===== src/rtl/lfsr_gen.sv =====
// lfsr_gen: parametrised Fibonacci LFSR with synchronous reset, free-run
// clock enable, parallel load and a counted burst mode (BUSY/DONE).
//
// Parameters:
//   WIDTH  state width (3..32)
//   TAPS   feedback mask; bit i set puts state bit i into the XOR
//   SEED   reset / lockup-recovery state (nonzero)
//   CW     width of the burst length port
//
// Ports:
//   CLK     rising-edge clock
//   RESET   synchronous active-high reset
//   CE      free-run advance enable (IDLE only)
//   LOAD    load D into the state; aborts a running burst
//   D       parallel load value
//   START   burst request (IDLE only), LEN sampled with it
//   LEN     burst step count
//   O       current state
//   BUSY    burst in progress
//   DONE    one-cycle pulse when a burst completes
//   LOCKUP  one-cycle pulse on all-zero recovery (LFSR_GEN_LOCKUP_EN only)
//
// Macro LFSR_GEN_LOCKUP_EN enables all-zero detection and recovery to SEED.
// Without it an all-zero state persists until LOAD or RESET.

module lfsr_gen #(
  parameter int unsigned      WIDTH = 6,
  parameter logic [WIDTH-1:0] TAPS  = 6'b110000,
  parameter logic [WIDTH-1:0] SEED  = 6'b000001,
  parameter int unsigned      CW    = 8
) (
  input  logic             CLK,
  input  logic             RESET,
  input  logic             CE,
  input  logic             LOAD,
  input  logic [WIDTH-1:0] D,
  input  logic             START,
  input  logic [CW-1:0]    LEN,
  output logic [WIDTH-1:0] O,
  output logic             BUSY,
  output logic             DONE
`ifdef LFSR_GEN_LOCKUP_EN
  ,
  output logic             LOCKUP
`endif
);

  typedef enum logic {ST_IDLE, ST_RUN} state_e;

  state_e           state_q, state_d;
  logic [CW-1:0]    rem_q, rem_d;
  logic [WIDTH-1:0] o_q, o_d;
  logic             busy_q, busy_d;
  logic             done_q, done_d;
  logic [WIDTH-1:0] adv;
  logic             recov;

`ifdef LFSR_GEN_LOCKUP_EN
  logic             lockup_q, lockup_d;
  assign recov = (o_q == '0);
`else
  assign recov = 1'b0;
`endif

  assign adv = {o_q[WIDTH-2:0], ^(o_q & TAPS)};

  // State register (also holds the registered outputs)
  always_ff @(posedge CLK) begin
    if (RESET) begin
      state_q  <= ST_IDLE;
      rem_q    <= '0;
      o_q      <= SEED;
      busy_q   <= 1'b0;
      done_q   <= 1'b0;
`ifdef LFSR_GEN_LOCKUP_EN
      lockup_q <= 1'b0;
`endif
    end else begin
      state_q  <= state_d;
      rem_q    <= rem_d;
      o_q      <= o_d;
      busy_q   <= busy_d;
      done_q   <= done_d;
`ifdef LFSR_GEN_LOCKUP_EN
      lockup_q <= lockup_d;
`endif
    end
  end

  // Next-state logic
  always_comb begin
    state_d = state_q;
    rem_d   = rem_q;
    if (LOAD) begin
      state_d = ST_IDLE;
      rem_d   = '0;
    end else begin
      case (state_q)
        ST_IDLE: begin
          if (START && (LEN != '0)) begin
            state_d = ST_RUN;
            rem_d   = LEN;
          end
        end
        ST_RUN: begin
          // A recovery edge is not a burst step, so the count holds.
          if (!recov) begin
            rem_d = rem_q - CW'(1);
            if (rem_q == CW'(1)) state_d = ST_IDLE;
          end
        end
        default: state_d = ST_IDLE;
      endcase
    end
  end

  // Output logic (values registered on the next edge)
  always_comb begin
    o_d    = o_q;
    done_d = 1'b0;
`ifdef LFSR_GEN_LOCKUP_EN
    lockup_d = 1'b0;
`endif
    if (LOAD) begin
      o_d = D;
    end else begin
      case (state_q)
        ST_IDLE: begin
          if (START)   done_d = (LEN == '0);
          else if (CE) o_d    = adv;
        end
        ST_RUN: begin
          if (!recov) begin
            o_d    = adv;
            done_d = (rem_q == CW'(1));
          end
        end
        default: ;
      endcase
      if (recov) begin
        o_d = SEED;
`ifdef LFSR_GEN_LOCKUP_EN
        lockup_d = 1'b1;
`endif
      end
    end
    busy_d = (state_d == ST_RUN);
  end

  assign O    = o_q;
  assign BUSY = busy_q;
  assign DONE = done_q;
`ifdef LFSR_GEN_LOCKUP_EN
  assign LOCKUP = lockup_q;
`endif

endmodule


===== config.mk =====
export PLATFORM = sky130hd
export DESIGN_NAME = lfsr_gen
export DESIGN_NICKNAME = d
export VERILOG_FILES = /design/src/rtl/lfsr_gen.sv
export SDC_FILE = /design/constraint.sdc
export NUM_CORES = 1
export LEC_CHECK = 0
export CAP_MARGIN = 20
export CORE_UTILIZATION = 48
export CTS_BUF_LIST = sky130_fd_sc_hd__clkbuf_8
export DETAILED_ROUTE_END_ITERATION = 8
export PLACE_DENSITY = 0.83
export SLEW_MARGIN = 20
export SYNTH_ARGS = -nofsm -noshare
export SYNTH_HDL_FRONTEND = slang
export SYNTH_SLANG_ARGS = --single-unit

===== constraint.sdc =====
create_clock -name CLK -period 1.8 [get_ports CLK]
set_input_delay 0.27 -clock CLK [delete_from_list [all_inputs] [get_ports CLK]]
set_output_delay 0.27 -clock CLK [all_outputs]
set_load 0.005 [all_outputs]

==> summary.txt <==
Power
  • Sequential share of power: 0.459
  • Total Power: 869.2 uW
  • Switching portion of total power: 0.2678
  • Comb power frac: 0.233
  • Clock network fraction of design power: 0.308
  • Power Dens Cells: 689.8 nW/um^2
  • Int Pwr: between 600 and 700 uW
  • Switch Pwr: between 200 and 250 uW
  • Leak: slightly below 0.0005 uW
  • Worst vdd ir: 0.5609 mV

Clock tree
  • Cts hold-fix bufs: 0
  • CTS Buf Count: 3
  • CTS clock-pin slew for the worst setup and hold paths: ~60 ps
  • Resize count post-CTS: 0
  • Root Driver: clkbuf_8
  • CTS tree: done
  • Htree depth: 1
  • # Post-CTS Setup Buffers: 0
  • CTS Buffer Depth: 2
  • Worst-Skew Late Latency: 250 ps
  • CTS Sinks: 16

Finish
  • Share of layout cells above drive strength 1: 0.1022
  • Finished Layout Cells: ~160
  • Layout area overhead: 37.76%
  • Fill cell count: roughly 150
  • Fin util: 0.7142
  • Ant diodes: 0
  • Most common cell after layout, fill and taps aside: clkdlybuf4s50_1
  • Final Cell Area: 1260 um^2
  • Fin nets: 160
  • Leading cell types in the layout, fill and taps excluded: clkdlybuf4s50_1 (26), dfxtp_1 (16), nor2_1 (14)

Yosys
  • Post-Syn Area: slightly above 900 um^2
  • Yosys synthesis warning count: 0
  • Register area share after synthesis: 0.3502
  • Post-Syn Area per Cell: 8.469 um^2
  • Net count after synthesis: 129
  • Yosys reg bits: 16
  • Synthesized instance count: ~110
  • Synth cell types: 31

Floorplan
  • I/O pins: 27
  • CORE AREA: 1764 um^2
  • Site Rows: 15
  • Initial core utilization: 0.5184
  • Chip height: 45.65 um
  • Die area: between 2000 and 2500 um^2
  • DIE WIDTH: 45.65 um

Critical path
  • Critical Path End Type: flip-flop
  • Setup Crit Path Kind: input pin to flip-flop
  • Req. time, crit path: 1950 ps
  • Worst Setup SP: LEN[2]
  • CP arrival: 1760 ps
  • Slowest-stage cell, CP: or4_4
  • Crit path cell chain: clkdlybuf4s50_1 -> or4_4 -> o21ai_2 -> nand2b_1 -> and3_1
  • Delay-heaviest family, CP: simple AND/OR/NAND/NOR gates
  • FF-to-FF Start: rem_q[5]$_SDFFE_PP0P_
  • FF-to-FF path depth: 4
  • Crit Path Max Fanout: 4
  • Largest stage delay, worst path: about 560 ps
  • Worst Path Buf+Inv: 1
  • Worst Setup Start Kind: input pin
  • Crit. path cell count: 5

STA
  • Endpoints failing setup: 0
  • Final Cycle Share: 0.8980
  • RSZ-0062 raised after global routing: no
  • Slew @ Worst Pin: 387.4 ps
  • Fin Setup TNS: 0 ps
  • Final Critical Period: approximately 1600 ps
  • Max Fclk: 0.6187 GHz
  • Layout Skew: 5.453 ps
  • Final hold vios: 0
  • Fin. max-slew vios: 0
  • Slew margin rel.: 0.7411

Hold path
  • Hold path start: rem_q[7]$_SDFFE_PP0P_
  • Hold Path Stages: 2
  • Min-Delay Path Class: flip-flop to flip-flop

Drt
  • Final wirelength: 2.339 mm
  • First-pass DRT Iterations: 4
  • Antenna-violating nets left: 0
  • Iter 0 DRT Violations: 28
  • Via/cell ratio: about 5.5
  • Avg WL per Cell: between 10 and 15 um
  • # DRC: 0
  • Number of vias in the routed layout: 889

Place
  • GPL Wtd Cong: 0.9014
  • DP HPWL: between 1.5 and 2 mm
  • I/O Buffers: 26
  • Dpl cells: 159
  • Placed cell area: 1219 um^2

Global route
  • First-pass GRT wire length: between 3 and 4 mm
  • Pin count of the biggest net entering global routing: 18
  • Initial antenna violation count: 0
  • Congestion Overflow GR: 0
  • Vias in the first global route: 861
  • Overall Global Routing Usage: 0.2547

Outcome
  • Status: finished, final reports clean

Run
  • Max Cap Viol: 0
## worst register-to-register path, delay by kind of cell (launching register included)
family / cells / cell delay [ps]
and+or+nand+nor: 4 / 1040
DFF: 1 / 350
## registers in the layout (all words and copies together), names as in the netlist
signal	flops
O	6
BUSY	1
DONE	1
rem_q	8
## path summary, 6_finish.rpt
check / endpoint / slack (ps)
min: rem_q[7]$_SDFFE_PP0P_ / 540
max: BUSY$_SDFF_PP0_ / 180
max reg2reg: BUSY$_SDFF_PP0_ / 320
min reg2reg: rem_q[7]$_SDFFE_PP0P_ / 540
## kinds of logic after synthesis
| group | synth area share |
|---|---|
| compound gates | 0.2107 |
| xor+xnor | 0.04788 |
| fa+ha+maj | 0.02736 |
| buf+inv | 0.03968 |
| flops | 0.3502 |
| mux | 0.08892 |
| simple gates | 0.2353 |
## power groups by stage
stage | combinational, uW | clock, uW | sequential, uW
final | 202 | 268 | 399
after global routing | 222 | 286 | 401
after CTS | 202 | 269 | 398
after detailed placement | 199 | 0 | 405
after global placement | 194 | 0 | 404
after floorplan | 106 | 0 | 401
## Yosys cell counts
master	number	share of area
o21ai_0	2	0.011
and3_1	1	0.0068
nand4b_1	1	0.0096
a31oi_1	1	0.0068
mux2i_1	7	0.077
nand3_1	3	0.016
nand2b_1	2	0.014
o211ai_1	3	0.025
buf_2	2	0.011
o31ai_1	1	0.0082
o21ai_2	1	0.0096
xor2_1	5	0.048
o22ai_1	3	0.021
inv_1	5	0.021
or4_4	2	0.025
nand2_1	10	0.041
mux2_2	1	0.012
nor3_1	1	0.0055
dfxtp_1	16	0.35
or4_1	1	0.0082
nor4b_2	1	0.016
clkbuf_1	2	0.0082
o21bai_1	1	0.0082
nand3b_1	2	0.016
nor3b_1	1	0.0082
a21oi_4	1	0.018
nor3_2	1	0.011
a211oi_1	8	0.066
a21oi_1	7	0.038
nor2_1	14	0.057
ha_1	2	0.027
## cell type report
type | count | area (um^2) | area share
multi-input combinational | 83 | 558.0 | 0.4429
clock buffer | 3 | 41.29 | 0.03277
inverter | 5 | 18.77 | 0.01490
sequential | 16 | 320.3 | 0.2542
timing repair buffer | 30 | 290.3 | 0.2304
tap | 25 | 31.28 | 0.02483
## metal layers
| layer | global-route usage | up-vias | wire length [um] |
|---|---|---|---|
| li1 | - | 446 | - |
| met1 | 0.3187 | 408 | 1059 |
| met2 | 0.4114 | 31 | 1140 |
| met3 | 0.06349 | 4 | 119 |
| met4 | 0.1091 | 0 | 20 |
| met5 | 0 | - | 0 |
## per-stage QoR
stage | setup slack [ps] | hold slack, ps
floorplan | 420.9 | 342.8
global placement | -44.96 | 524.0
detailed placement | -71.55 | 530.9
CTS | 179.0 | 541.9
global route | 123.1 | 581.5
finish | 183.6 | 543.4
Power figures use the tool's default switching activity.
